### src/rtl/frac_lutk_cfg.sv
// rtl/frac_lutk_cfg.sv - fracturable K-input LUT with configuration-chain load tracking
// and an optional registered output; all logic runs on prog_clk.
module frac_lutk_cfg #(
  parameter int K          = 4,
  parameter bit REG_OUT_EN = 1'b1
) (
  input  logic         prog_clk,
  input  logic         pReset,
  input  logic         ccff_en,
  input  logic         ccff_head,
  input  logic [K-1:0] frac_logic_in,
  input  logic         ff_en,
  output logic [1:0]   frac_logic_out,
  output logic         ccff_tail,
  output logic         cfg_done,
  output logic         cfg_overrun
);

  localparam int TT_LEN  = 2**K;
  localparam int CFG_LEN = TT_LEN + 2;
  localparam int CNT_W   = $clog2(CFG_LEN + 1);

  typedef enum logic [1:0] {
    LOAD = 2'd0,
    DONE = 2'd1,
    ERR  = 2'd2
  } state_t;

  state_t             state;
  state_t             state_nxt;
  logic [CNT_W-1:0]   bit_cnt;
  logic [CNT_W-1:0]   bit_cnt_nxt;
  logic [CFG_LEN-1:0] cfg;

  logic [TT_LEN-1:0]  truth_table;
  logic               mode_frac;
  logic               reg_sel;
  logic [K-2:0]       addr_lo;
  logic               lut_lo;
  logic               lut_hi;
  logic               lutk;
  logic               o0;
  logic               out0_sel;

  // Shift chain: new bit enters at cfg[0]; the oldest bit leaves from cfg[CFG_LEN-1].
  always_ff @(posedge prog_clk) begin
    if (pReset) begin
      cfg <= '0;
    end else if (ccff_en) begin
      cfg <= {cfg[CFG_LEN-2:0], ccff_head};
    end
  end

  assign ccff_tail = cfg[CFG_LEN-1];

  always_ff @(posedge prog_clk) begin
    if (pReset) begin
      state   <= LOAD;
      bit_cnt <= '0;
    end else begin
      state   <= state_nxt;
      bit_cnt <= bit_cnt_nxt;
    end
  end

  always_comb begin
    state_nxt   = state;
    bit_cnt_nxt = bit_cnt;
    case (state)
      LOAD: begin
        if (ccff_en) begin
          bit_cnt_nxt = bit_cnt + CNT_W'(1);
          if (bit_cnt == CNT_W'(CFG_LEN - 1)) begin
            state_nxt = DONE;
          end
        end
      end
      DONE: begin
        if (ccff_en) begin
          state_nxt = ERR;
        end
      end
      ERR: begin
        state_nxt = ERR;
      end
      default: begin
        state_nxt = LOAD;
      end
    endcase
  end

  assign cfg_done    = (state == DONE);
  assign cfg_overrun = (state == ERR);

  // The upper input picks between the two (K-1)-input halves of the table.
  assign truth_table = cfg[TT_LEN-1:0];
  assign mode_frac   = cfg[TT_LEN];
  assign reg_sel     = cfg[TT_LEN+1];
  assign addr_lo     = frac_logic_in[K-2:0];
  assign lut_lo      = truth_table[{1'b0, addr_lo}];
  assign lut_hi      = truth_table[{1'b1, addr_lo}];
  assign lutk        = frac_logic_in[K-1] ? lut_hi : lut_lo;
  assign o0          = mode_frac ? lut_lo : lutk;

  generate
    if (REG_OUT_EN) begin : g_out_ff
      logic out_ff;

      // Captures only in user mode; a shift arriving in DONE wins over ff_en.
      always_ff @(posedge prog_clk) begin
        if (pReset) begin
          out_ff <= 1'b0;
        end else if (ff_en && (state == DONE) && !ccff_en) begin
          out_ff <= o0;
        end
      end

      assign out0_sel = reg_sel ? out_ff : o0;
    end else begin : g_no_out_ff
      assign out0_sel = o0;
    end
  endgenerate

  assign frac_logic_out = cfg_done ? {lut_hi, out0_sel} : 2'b00;

endmodule

### config.mk
export PLATFORM = sky130hd
export DESIGN_NAME = frac_lutk_cfg
export DESIGN_NICKNAME = d
export VERILOG_FILES = /design/src/rtl/frac_lutk_cfg.sv
export SDC_FILE = /design/constraint.sdc
export NUM_CORES = 1
export LEC_CHECK = 0
export BUFFER_PORTS_ARGS = -buffer_cell sky130_fd_sc_hd__buf_4
export CORE_ASPECT_RATIO = 0.8
export CORE_MARGIN = 2
export CORE_UTILIZATION = 56
export DETAILED_ROUTE_END_ITERATION = 16
export GPL_TIMING_DRIVEN = 0
export PLACE_DENSITY = 0.77
export SLEW_MARGIN = 20
export SYNTH_ARGS = -nofsm -noshare
export SYNTH_HDL_FRONTEND = slang
export SYNTH_SLANG_ARGS = --single-unit
### constraint.sdc
create_clock -name prog_clk -period 2.1 [get_ports prog_clk]
set_input_delay 0.42 -clock prog_clk [delete_from_list [all_inputs] [get_ports prog_clk]]
set_output_delay 0.42 -clock prog_clk [all_outputs]
set_load 0.02 [all_outputs]
==> results.md <==
* R2r startpoint: state[0]
* Register area share after synthesis at 42.3%
* PwrDens at 564 nW/um2
* GP Congestion at 0.712
* First drt pass iteration count at 4
* Vias in the first global route at 838
* Final WS setup at -80.9 ps
* Root Buffer: clkbuf_4
* Tot GR Track Use at 20.4%
* CTS max path bufs at 2
* Via count at 900
* Net Sw Frac at 23.7%
* Relative slew slack at 68.4%
* CTS tree: yes
* CP Launch Point: cfg[0]
* Clk pwr share at 26.6%
* Sequential power share at 64.3%
* Hold Crit Depth at 3
* Worst skew pair latency at 330 ps
* # diodes at 0
* Hold Path Class: in -> reg
* Max Cap Violations at 0
* Worst hold slack at 331 ps
* Worst Path Required at 1680 ps
* Max Fclk at 459 MHz
* Yosys cell types at 27
* Hold Path Sink: cfg[0]
* Final Critical Period at 2180 ps
* Site row count at 15
* Initial antenna violation count at 0
* Hold buffers post-CTS at 0
* Final nets at 156
* CTS Buf Count at 3
* Dpl hpwl at 1710 um
* Core area at 2120 um2
* Crit path launch type: flop
* Area of the multi-input gates at 676 um2
* Chip height at 45.9 um
* Final period utilization at 104%
* Final Hold Vio Count at 0
* H-tree levels at 1
* Die width at 56.4 um
* RSZ-0062 raised after global routing: yes
* Starting Density at 58.0%
* WL/cell at 14.0 um
* Worst setup path category: reg -> out
* Drt via density at 5.49
* CTS clk-pin slew, worst paths at 140 ps
* Boundary Pins at 14
* Reg2Reg Depth at 6
* Area Overhead vs Synth at 13.6%
* Fillers at 192
* Syn nets at 140
* IR drop worst, VDD at 0.000548 V
* Status: finished with violations
* Static Leak at 0.611 nW
* Total Routed Length at 2290 um
* RR Endpoint: state[0]
* Int Power at 0.601 mW
* Yosys warning count at 0
* Die area at 2590 um2
* Worst EP arrival at 1760 ps
* Sequential cell area at 531 um2
* Sum Neg Setup Slack at -80.9 ps
* Mean post-synth cell area at 9.84 um2
* Slew @ Worst Pin at 475 ps
* Clock sink count at 26
* Post-Syn Area at 1230 um2
* # DRC at 0
* I/O Buffers at 10
* HP Start: ccff_head
* First-pass GRT wire length at 3800 um
* Largest net degree at the start of global routing at 14
* Antenna-violating nets left at 0
* Slew Viols, Final at 0
* NetSw at 0.187 mW
* Final setup vio count at 1
* GR Overflow Total at 0
* Violated checks: negative setup slack
* Yosys reg bits at 26
* Combinational share of power at 9.1%
* Crit-path max FO at 3
* R2R setup slack at 490 ps
* Clock Skews at 18.9 ps
* DR iter-0 viols at 19
* Share of layout cells above drive strength 1 at 20.9%
* Final Core Density at 65.9%
* Post-synthesis cell count at 125
* Worst setup EP type: output port
[repair_timing]
action,CTS,global route
endpoints found under the hold margin,0,0
resized for setup,8,3
setup endpoints to repair,1,1
setup buffers,1,0
pin swaps,1,0
[synthesized netlist by cell type (all sizes together)]
| library cell | count | area, um2 |
|---|---|---|
| nand4bb | 1 | 11.3 |
| mux4 | 1 | 22.5 |
| o21ai | 1 | 5.00 |
| mux2i | 28 | 280 |
| a311oi | 1 | 8.76 |
| nand3 | 4 | 20.0 |
| nor2 | 27 | 101 |
| and4 | 1 | 8.76 |
| o21bai | 1 | 7.51 |
| nand2 | 2 | 7.51 |
| a31oi | 2 | 12.5 |
| a21oi | 1 | 5.00 |
| inv | 4 | 15.0 |
| a22oi | 1 | 7.51 |
| nand4 | 1 | 6.26 |
| a2bb2oi | 1 | 8.76 |
| or2 | 1 | 6.26 |
| xor2 | 4 | 35.0 |
| buf | 3 | 21.3 |
| dfxtp | 26 | 521 |
| nand3b | 1 | 7.51 |
| and2b | 1 | 8.76 |
| ha | 6 | 75.1 |
| nor2b | 1 | 6.26 |
| and3 | 1 | 6.26 |
| clkbuf | 4 | 15.0 |
[cell type report]
cell class,count,area share [%]
plain buffers,7,2.60
clock buffers,3,1.61
inverters,4,1.07
multi-input cells,88,48.3
flip-flops and latches,26,38.0
well taps,25,2.24
repair buffers,11,6.18
[flip-flops by register name, summed over array words and instances, names as in the netlist]
signal,flops
cfg,18
bit_cnt,5
state,2
g_out_ff.out_ff,1
[power groups by stage]
stage	Sequential [mW]	Combinational (mW)	Clock [mW]
finish	0.507	0.0721	0.210
detailed placement	0.517	0.0715	0
CTS	0.507	0.0719	0.216
floorplan	0.516	0.0514	0
global route	0.508	0.0807	0.238
global placement	0.517	0.0697	0
[stage by stage]
step                      power [mW]  std cells  cell area [um2]  setup slack, ps
after floorplan                0.567        125             1240             48.7
after CTS                      0.795        164             1380             -119
after global placement         0.587        160             1340            -28.6
after detailed placement       0.589        160             1340            -76.5
final                          0.788        164             1400            -80.9
after global routing           0.826        164             1400             -149
[metal layers]
layer	track usage, %	up-vias	share of wire (%)
met4	11.0	0	1.7
met2	32.9	17	48
met3	6.53	4	4.0
li1	-	457	-
met1	24.8	422	47
met5	0	-	0
[layout by cell type (no fill, tap or decap), types with 2 or more instances in the layout]
master    instances
dfxtp_1          18
nor2_1           27
buf_6             2
inv_1             4
nand3_1           4
clkbuf_1          4
mux2i_1          28
clkbuf_4          3
ha_1              6
buf_2             2
nand2_1           2
dfxtp_2           8
buf_4            10
xor2_1            4
[cell families (layout without fill, tap and decap cells)]
logic type / after synthesis / in the layout / synth area share [%]
AOI/OAI and AO/OA: 8 / 8 / 4.48
and+or+nand+nor: 41 / 41 / 15.5
muxes: 29 / 29 / 24.6
DFF: 26 / 26 / 42.3
adders and majority gates: 6 / 6 / 6.10
buffers and inverters: 11 / 25 / 4.17
xor gates and xnor gates: 4 / 4 / 2.85
[worst max path at each step]
stage,to,cells after the start
after floorplan,frac_logic_out[0],5
after global placement,frac_logic_out[0],6
after detailed placement,frac_logic_out[0],6
after CTS,frac_logic_out[0],5
after global routing,frac_logic_out[0],5
final,frac_logic_out[0],5
[critical path: stages, from the launching register on]
cell     delay (ps)
dfxtp_2         370
mux2i_1          60
mux4_2          470
or2_4           260
a31oi_4         140
buf_6           140
(Power assumes the default switching activity.)
